[src/rtl/apb4_sram_pkg.sv]
// apb4_sram_pkg -- shared types and default parameter values for the APB4 SRAM slave.
//   state_e        : transfer FSM states (IDLE, WAIT, RESP)
//   *_DEF          : default values for the apb4_sram parameters
//   CNT_W          : width of the wait-state counter (WAIT_STATES range 0..15)
package apb4_sram_pkg;

  typedef enum logic [1:0] {
    IDLE = 2'd0,
    WAIT = 2'd1,
    RESP = 2'd2
  } state_e;

  localparam int unsigned DATA_WIDTH_DEF  = 32;
  localparam int unsigned ADDR_WIDTH_DEF  = 32;
  localparam int unsigned DEPTH_DEF       = 32;
  localparam int unsigned WAIT_STATES_DEF = 0;
  localparam int unsigned WAIT_STATES_MAX = 15;
  localparam int unsigned CNT_W           = 4;

endpackage

[src/rtl/apb4_sram_mem.sv]
// apb4_sram_mem -- byte-enabled word storage, no reset (contents undefined until written).
//   clk   : write clock
//   we    : write enable; lanes with strb[i]=1 are updated on the rising edge
//   strb  : byte-lane enables
//   index : word index (read and write)
//   wdata : write data
//   rdata : asynchronous read of the addressed word
module apb4_sram_mem #(
  parameter int unsigned DATA_WIDTH = 32,
  parameter int unsigned DEPTH      = 32,
  parameter int unsigned IDX_W      = 5
) (
  input  logic                    clk,
  input  logic                    we,
  input  logic [DATA_WIDTH/8-1:0] strb,
  input  logic [IDX_W-1:0]        index,
  input  logic [DATA_WIDTH-1:0]   wdata,
  output logic [DATA_WIDTH-1:0]   rdata
);

  localparam int unsigned STRB_W = DATA_WIDTH / 8;

  logic [DATA_WIDTH-1:0] mem_q [DEPTH];

  always_ff @(posedge clk) begin
    if (we) begin
      for (int unsigned i = 0; i < STRB_W; i++) begin
        if (strb[i]) begin
          mem_q[index][i*8 +: 8] <= wdata[i*8 +: 8];
        end
      end
    end
  end

  assign rdata = mem_q[index];

endmodule

[src/rtl/apb4_sram.sv]
// apb4_sram -- APB4 slave fronting a DEPTH x DATA_WIDTH byte-enabled SRAM with a
// fixed number of wait states.
//   pclk, presetn        : clock, asynchronous active-low reset
//   psel, penable        : APB select / access-phase marker
//   pwrite               : 1 = write, 0 = read
//   paddr                : byte address
//   pwdata, pstrb        : write data and byte-lane enables
//   prdata               : registered read data (cleared on error reads)
//   pready               : registered transfer-complete, high in the last access cycle only
//   pslverr              : registered error (out of range or misaligned), valid with pready
module apb4_sram
  import apb4_sram_pkg::*;
#(
  parameter int unsigned DATA_WIDTH  = DATA_WIDTH_DEF,
  parameter int unsigned ADDR_WIDTH  = ADDR_WIDTH_DEF,
  parameter int unsigned DEPTH       = DEPTH_DEF,
  parameter int unsigned WAIT_STATES = WAIT_STATES_DEF
) (
  input  logic                    pclk,
  input  logic                    presetn,
  input  logic                    psel,
  input  logic                    penable,
  input  logic                    pwrite,
  input  logic [ADDR_WIDTH-1:0]   paddr,
  input  logic [DATA_WIDTH-1:0]   pwdata,
  input  logic [DATA_WIDTH/8-1:0] pstrb,
  output logic [DATA_WIDTH-1:0]   prdata,
  output logic                    pready,
  output logic                    pslverr
);

  localparam int unsigned STRB_W = DATA_WIDTH / 8;
  localparam int unsigned OFF_W  = $clog2(STRB_W);
  localparam int unsigned IDX_W  = (DEPTH > 1) ? $clog2(DEPTH) : 1;

  state_e                  state_q;
  logic [CNT_W-1:0]        cnt_q;
  logic [DATA_WIDTH-1:0]   prdata_q;
  logic                    pready_q;
  logic                    pslverr_q;

  logic [ADDR_WIDTH-1:0]   word_idx;
  logic [ADDR_WIDTH-1:0]   off_mask;
  logic                    addr_err;
  logic                    commit_d;
  logic                    mem_we_d;
  logic [DATA_WIDTH-1:0]   rdata_d;
  logic [DATA_WIDTH-1:0]   mem_rdata;

  // Address decode: word index and error classification
  always_comb begin
    word_idx = paddr >> OFF_W;
    off_mask = ADDR_WIDTH'((64'd1 << OFF_W) - 64'd1);
    addr_err = (word_idx >= ADDR_WIDTH'(DEPTH)) || ((paddr & off_mask) != '0);
  end

  // commit_d marks the edge that enters RESP; the access executes on that edge only.
  always_comb begin
    commit_d = 1'b0;
    unique case (state_q)
      IDLE:    commit_d = psel && !penable && (WAIT_STATES == 0);
      WAIT:    commit_d = psel && (cnt_q == CNT_W'(1));
      default: commit_d = 1'b0;
    endcase
    mem_we_d = commit_d && pwrite && !addr_err;
    rdata_d  = addr_err ? '0 : mem_rdata;
  end

  always_ff @(posedge pclk or negedge presetn) begin
    if (!presetn) begin
      state_q   <= IDLE;
      cnt_q     <= '0;
      prdata_q  <= '0;
      pready_q  <= 1'b0;
      pslverr_q <= 1'b0;
    end else if (commit_d) begin
      state_q   <= RESP;
      cnt_q     <= '0;
      pready_q  <= 1'b1;
      pslverr_q <= addr_err;
      if (!pwrite) begin
        prdata_q <= rdata_d;
      end
    end else begin
      unique case (state_q)
        IDLE: begin
          // penable without a preceding setup phase is ignored here
          if (psel && !penable && (WAIT_STATES != 0)) begin
            state_q <= WAIT;
            cnt_q   <= CNT_W'(WAIT_STATES);
          end
        end
        WAIT: begin
          if (!psel) begin
            state_q <= IDLE;
            cnt_q   <= '0;
          end else begin
            cnt_q <= cnt_q - CNT_W'(1);
          end
        end
        RESP: begin
          state_q   <= IDLE;
          pready_q  <= 1'b0;
          pslverr_q <= 1'b0;
        end
        default: begin
          state_q <= IDLE;
          cnt_q   <= '0;
        end
      endcase
    end
  end

  apb4_sram_mem #(
    .DATA_WIDTH (DATA_WIDTH),
    .DEPTH      (DEPTH),
    .IDX_W      (IDX_W)
  ) u_mem (
    .clk   (pclk),
    .we    (mem_we_d),
    .strb  (pstrb),
    .index (word_idx[IDX_W-1:0]),
    .wdata (pwdata),
    .rdata (mem_rdata)
  );

  assign prdata  = prdata_q;
  assign pready  = pready_q;
  assign pslverr = pslverr_q;

endmodule

[config.mk]
export PLATFORM = sky130hd
export DESIGN_NAME = apb4_sram
export DESIGN_NICKNAME = d
export VERILOG_FILES = /design/src/rtl/apb4_sram_pkg.sv /design/src/rtl/apb4_sram_mem.sv /design/src/rtl/apb4_sram.sv
export SDC_FILE = /design/constraint.sdc
export NUM_CORES = 1
export LEC_CHECK = 0
export CAP_MARGIN = 20
export CORE_MARGIN = 2
export CORE_UTILIZATION = 41
export CTS_BUF_LIST = sky130_fd_sc_hd__clkbuf_4
export DETAILED_ROUTE_END_ITERATION = 8
export MAX_ROUTING_LAYER = met4
export PLACE_DENSITY_LB_ADDON = 0.12
export SLEW_MARGIN = 20
export SYNTH_ARGS = -nofsm -noshare
export SYNTH_HDL_FRONTEND = slang
export SYNTH_SLANG_ARGS = --single-unit
export TNS_END_PERCENT = 30
[constraint.sdc]
create_clock -name pclk -period 2.6 [get_ports pclk]
set_input_delay 0.52 -clock pclk [delete_from_list [all_inputs] [get_ports pclk]]
set_output_delay 0.52 -clock pclk [all_outputs]
set_load 0.005 [all_outputs]
# == Yosys cells after proc, flatten, opt, wreduce, memory -nomap -nowiden ==
# Memory sizes are Yosys's and may differ from the RTL's.
# Index checks and enable logic that the tools add are counted.
# op_classes
bitwise_logic,1
magnitude_cmp,1
n_eq_ne,6
n_mux,23
n_addsub,1
n_reduce_logical,13
# op_table
op,n
$mux 32,1
$reduce_bool 32->1,1
$ge 30x6->1 const B,1
$mux 1,15
$mux 4,2
$pmux 4 s2,1
$eq 4x1->1 const B,1
$logic_and 1x1->1,4
$mux 2,2
$pmux 2 s2,1
$reduce_and 2->1,2
$sub 4x1->4 const B,1
$ne 3x3->1 const B,1
$eq 2x1->1 const B,1
$eq 2x2->1 const B,1
$logic_not 1->1,2
$logic_not 2->1,1
$ne 2x1->1 const B,1
$ne 2x2->1 const B,1
$pmux 1 s2,1
$reduce_bool 2->1,1
$reduce_or 2->1,1
$logic_or 1x1->1,1
$not 1->1,1
# word_totals
ff_bits,40
out_inout_bits,34
ram_bits,1024
memories,1
word_cells,51
input_bits,73
# memory_table
memory,words,word_bits,read_ports,rd_clocked_by_memory_dff,wr,line,source
u_mem.mem_q,32,32,1,0,1,apb4_sram_mem.sv:23,logic [DATA_WIDTH-1:0] mem_q [DEPTH];

# == Logic depth before layout (Yosys ltp) ==
# Gate-level depths: netlist of run 1.
# depth
word_depth,7
mapped_depth,8
mapped_depth_nobuf,5

# == Hierarchy ==
# Synthesis of run 1 repeated with hierarchy kept, for this count alone.
# hier_totals
hier_cells,2366
area_unflattened_um2,41626.2
# by_module_without_submodules
module,area_per_inst_um2,cells_per_inst,n_inst,seq_area_each_um2
apb4_sram_mem,39562.9,2198,1,30749.5
apb4_sram,2063.2,168,1,850.8

# == Worst setup path before layout of run 1 ==
# OpenSTA, ideal clock, no wires.
# synth_path
path_kind,input-to-reg
start,input port paddr[3]
end,"memory u_mem.mem_q[0][0], enable pin"
t_arrival_ns,1.993
n_path_buf,4
t_required_ns,2.230
cell_stages,7
setup_slack_ns,0.237
setup_time_ns,0.370
cell_sequence,buf_4 buf_6 buf_2 buf_2 nor2_1 nand2_1 nor2_1
# synth_between
elab_chain_len,6
# synth_lines
item,line,source
from (decl),apb4_sram.sv:24,"input logic [ADDR_WIDTH-1:0] paddr,"
$ge 30x6->1,apb4_sram.sv:54,addr_err = (word_idx >= ADDR_WIDTH'(DEPTH)) || ((paddr & off_mask) != '0);
$logic_or 1x1->1,apb4_sram.sv:54,
$logic_not 1->1,apb4_sram.sv:65,mem_we_d = commit_d && pwrite && !addr_err;
$logic_and 1x1->1,apb4_sram.sv:65,
$mux 1,apb4_sram_mem.sv:26,if (we) begin
$mux 1 (not written as such),apb4_sram_mem.sv:29,mem_q[index][i*8 +: 8] <= wdata[i*8 +: 8];
to (decl),apb4_sram_mem.sv:23,
# Several ways; a longest one is shown, not always the timed one.

# == Final worst setup path of run 1 ==
# layout_path
start,register prdata_q[26] (netlist: prdata[26])
end,output port prdata[26]
# layout_lines
item,line,source
from (decl),apb4_sram.sv:38,logic [DATA_WIDTH-1:0] prdata_q;
from (signal assigned),apb4_sram.sv:82,prdata_q <= rdata_d;
to (decl),apb4_sram.sv:27,"output logic [DATA_WIDTH-1:0] prdata,"
# No word-level cell between the ends.

==> key figures, run 1 <==
Setup path
  – RR Startpoint: state_q[1]
  – Critical-path cell list: clkdlybuf4s50_1
  – Crit path kind: flip-flop to output pin
  – Crit-path slowest cell: clkdlybuf4s50_1
  – Worst setup SP type: flip-flop
  – Worst setup EP type: output pin
  – R2R setup slack: 200 ps
  – Crit path largest cell delay: 510 ps
  – RR Endpoint: u_mem.mem_q[12][3]
  – Bufs and invs on worst path: 1
  – Worst EP arrival: 1970 ps
  – CP top delay family: buffers and inverters
  – Worst Reg-to-Reg Cells: 9
  – CP max FO: 2
  – Critical Path RT: around 2100 ps

Layout
  – Layout Nets: 2,854
  – Post-route cell area: 50,000 sq um
  – Final Core Density: 0.502
  – Share of layout cells above drive strength 1: 0.365
  – Commonest cells after routing, fill and taps aside: 1,024 x edfxtp_1, 413 x clkbuf_4, 349 x buf_4, 165 x mux2i_1, 145 x nor2_1
  – Most common cell after layout, fill and taps aside: edfxtp_1
  – Synth-to-layout area growth: 21.7%
  – Number of fill cells in the layout: a little over 8,000

Timing
  – Part of the cycle the worst path needs: 0.956
  – Tightest hold margin: about 200 ps
  – Worst Skew: 80.7 ps
  – Final setup TNS: 0 ps
  – Min setup slack post-route: 113 ps
  – RSZ-0062 raised after global routing: false
  – Max-slew violations: 0
  – Slew of the pin with the lowest slew margin: 1060 ps
  – Max frequency: 402 MHz
  – Relative slew slack: 0.291
  – Setup violations, final: 0
  – Fin crit period: roughly 2500 ps
  – Fin. Hold Viols: 0

Min path
  – Hold Path End: prdata[24]
  – Hold crit path type: input port to flip-flop
  – HP Start: paddr[3]
  – Hold path depth: 6

Global routing
  – Vias in the first global route: between 20,000 and 25,000
  – First-pass GRT wire length: approximately 170,000 um
  – Total grt overflow: 0
  – Tot GR Track Use: 0.241
  – Largest net degree at the start of global routing: 69
  – Initial antenna violation count: 5

Floorplan
  – Die Ht: 321 um
  – Die Width: 321 um
  – FP Rows: 116
  – Top Ports: 107
  – Initial Util: 0.412
  – Die area: 103,000 sq um
  – Core Footprint: 99,700 sq um

Clock tree
  – Clock buffer count from CTS: 293
  – CTS tree: built
  – Clock Sink Count: 1,058
  – Max Root-Sink Buffers: 4
  – Worst-skew pair later-pin latency: 1170 ps
  – Root buf cell: clkbuf_4
  – Worst-path clk slew: 70 ps
  – CTS H-tree lvls: 5

Synthesis
  – Syn. warnings: 0
  – Synthesized flop and latch total: 1,058
  – Cell variety after synth: 47
  – Syn Std Cell Area: ~40,000 sq um
  – FFs w/ async S/R, synth: 0.0321
  – Synth top area cells: edfxtp_1 75%, mux4_2 6.8%, mux2i_1 4.0%, mux2_2 2.4%, dfrtp_1 2.1%
  – Syn_nets: 2,172
  – Post-synth EDFFs: 1,024
  – Mapped Cells: 2,099
  – Avg Cell Area, Syn: slightly below 20 sq um
  – Yosys top cell by area: edfxtp_1
  – Top FF cell, synth: edfxtp_1
  – Synth top area share: 0.748
  – Register area share after synthesis: 0.768

Run status
  – Status: finished clean

Placed design
  – Detailed placement HPWL: 78,400 um
  – Placed cell areas: around 47,000 sq um
  – RD Place Congestion: 0.899
  – # port buffers: 106
  – Pre-CTS WS: -459 ps

Power
  – PD cells: between 600 and 700 nW/um^2
  – Lkg Pwr: 17.3 nW
  – Maximum VDD drop: between 0.3 and 0.4 mV

Route
  – Vias: 23,500
  – Initial DRC Count: 2,423
  – Drt drc: 0
  – Final ANT Viol Nets: 0
  – 1st-pass router iterations: 5
  – Per-cell routed wire length: approximately 28 um
  – Drt total wl: 119,000 um
  – Vias per cell: 5.49

Job
  – Max-cap violations: 0
cell families (layout without fill, tap and decap cells):
group / Yosys count / count (layout) / share of synthesized area
AO/OA/AOI/OAI: 239 / 239 / 0.0447
buffers and inverters: 119 / 989 / 0.0199
flip-flops: 1058 / 1058 / 0.768
multiplexers: 376 / 376 / 0.132
other: 0 / 7 / 0
AND/OR/NAND/NOR: 307 / 307 / 0.0352
per-layer routing:
layer	track usage	wire length, um	part of all wire	vias up
li1	-	-	-	10200
met2	0.372	57600	0.48	976
met3	0.0410	7410	0.062	182
met1	0.328	51900	0.43	12200
met4	0.0766	2520	0.021	0
met5	-	0	0	-
final cells by class:
class,instances,area [sq um],area share
multi-input combinational,922,8740,0.175
inverter,1,3.75,0.0000750
clock buffer,413,3100,0.0620
timing repair buffer,505,4590,0.0917
antenna,7,17.5,0.000350
tap,1298,1620,0.0325
sequential,1058,31600,0.632
clock inverter,70,355,0.00710
cell usage after synthesis (2+ instances only):
cell type,number
mux4_2,124
nand4bb_1,2
and4_1,2
a221oi_1,39
nor3_2,4
buf_2,33
o31ai_1,6
nor2b_1,17
or4b_1,3
a22oi_1,28
a221oi_2,3
a21oi_1,12
edfxtp_1,1024
o2bb2ai_1,3
nor4_1,6
nor2_2,2
nand2_1,72
nor2_1,146
o22ai_1,103
and3_1,2
nor3_1,5
nand3_1,16
nand2b_1,3
buf_4,18
clkbuf_1,35
a32o_1,3
a211oi_1,17
buf_6,26
nand4_1,17
o31ai_2,22
mux2i_1,165
a22o_1,2
mux2_2,87
dfrtp_1,34
buf_8,6
worst max path at each step:
stage                           from  cells after the start                 end
after detailed placement    paddr[9]                      9  u_mem.mem_q[12][0]
after global placement     paddr[24]                      9  u_mem.mem_q[12][0]
after floorplan             paddr[3]                      7   u_mem.mem_q[0][0]
after CTS                 prdata[25]                      1          prdata[25]
after global routing      prdata[25]                      1          prdata[25]
final                     prdata[26]                      1          prdata[26]
per-stage QoR:
step           instances  power [W]
6_report            4274     0.0346
2_1_floorplan       2099     0.0198
5_1_grt             4273     0.0360
3_3_place_gp        3776     0.0208
3_5_place_dp        3776     0.0208
4_1_cts             4267     0.0350
where the power goes:
group	internal (W)	switching [W]
registers	0.0187	0.00000157
logic	0.000688	0.00104
clock network	0.00757	0.00662
what timing repair did:
action / in CTS / in global routing
hold endpoints to repair: 36 / 0
resized for setup: 31 / 0
hold buffers: 6 / 0
setup endpoints to repair: 31 / 0
setup buffers: 2 / 0
state kept, by name, summed over array words and instances (netlist names):
name         flops
u_mem.mem_q   1024
pslverr          1
prdata          32
state_q          1
Power figures use the tool's default switching activity.
==> run 2: changes to the inputs <==
- CAP_MARGIN: 20 -> not set
==> results of run 2 <==
Same layout as run 1: the final DEF is identical, and so are final timing and power.
==> run 3: changes to the inputs <==
- SLEW_MARGIN: 20 -> not set
==> results of run 3 <==
Same layout as run 1: the final DEF is identical, and so are final timing and power.
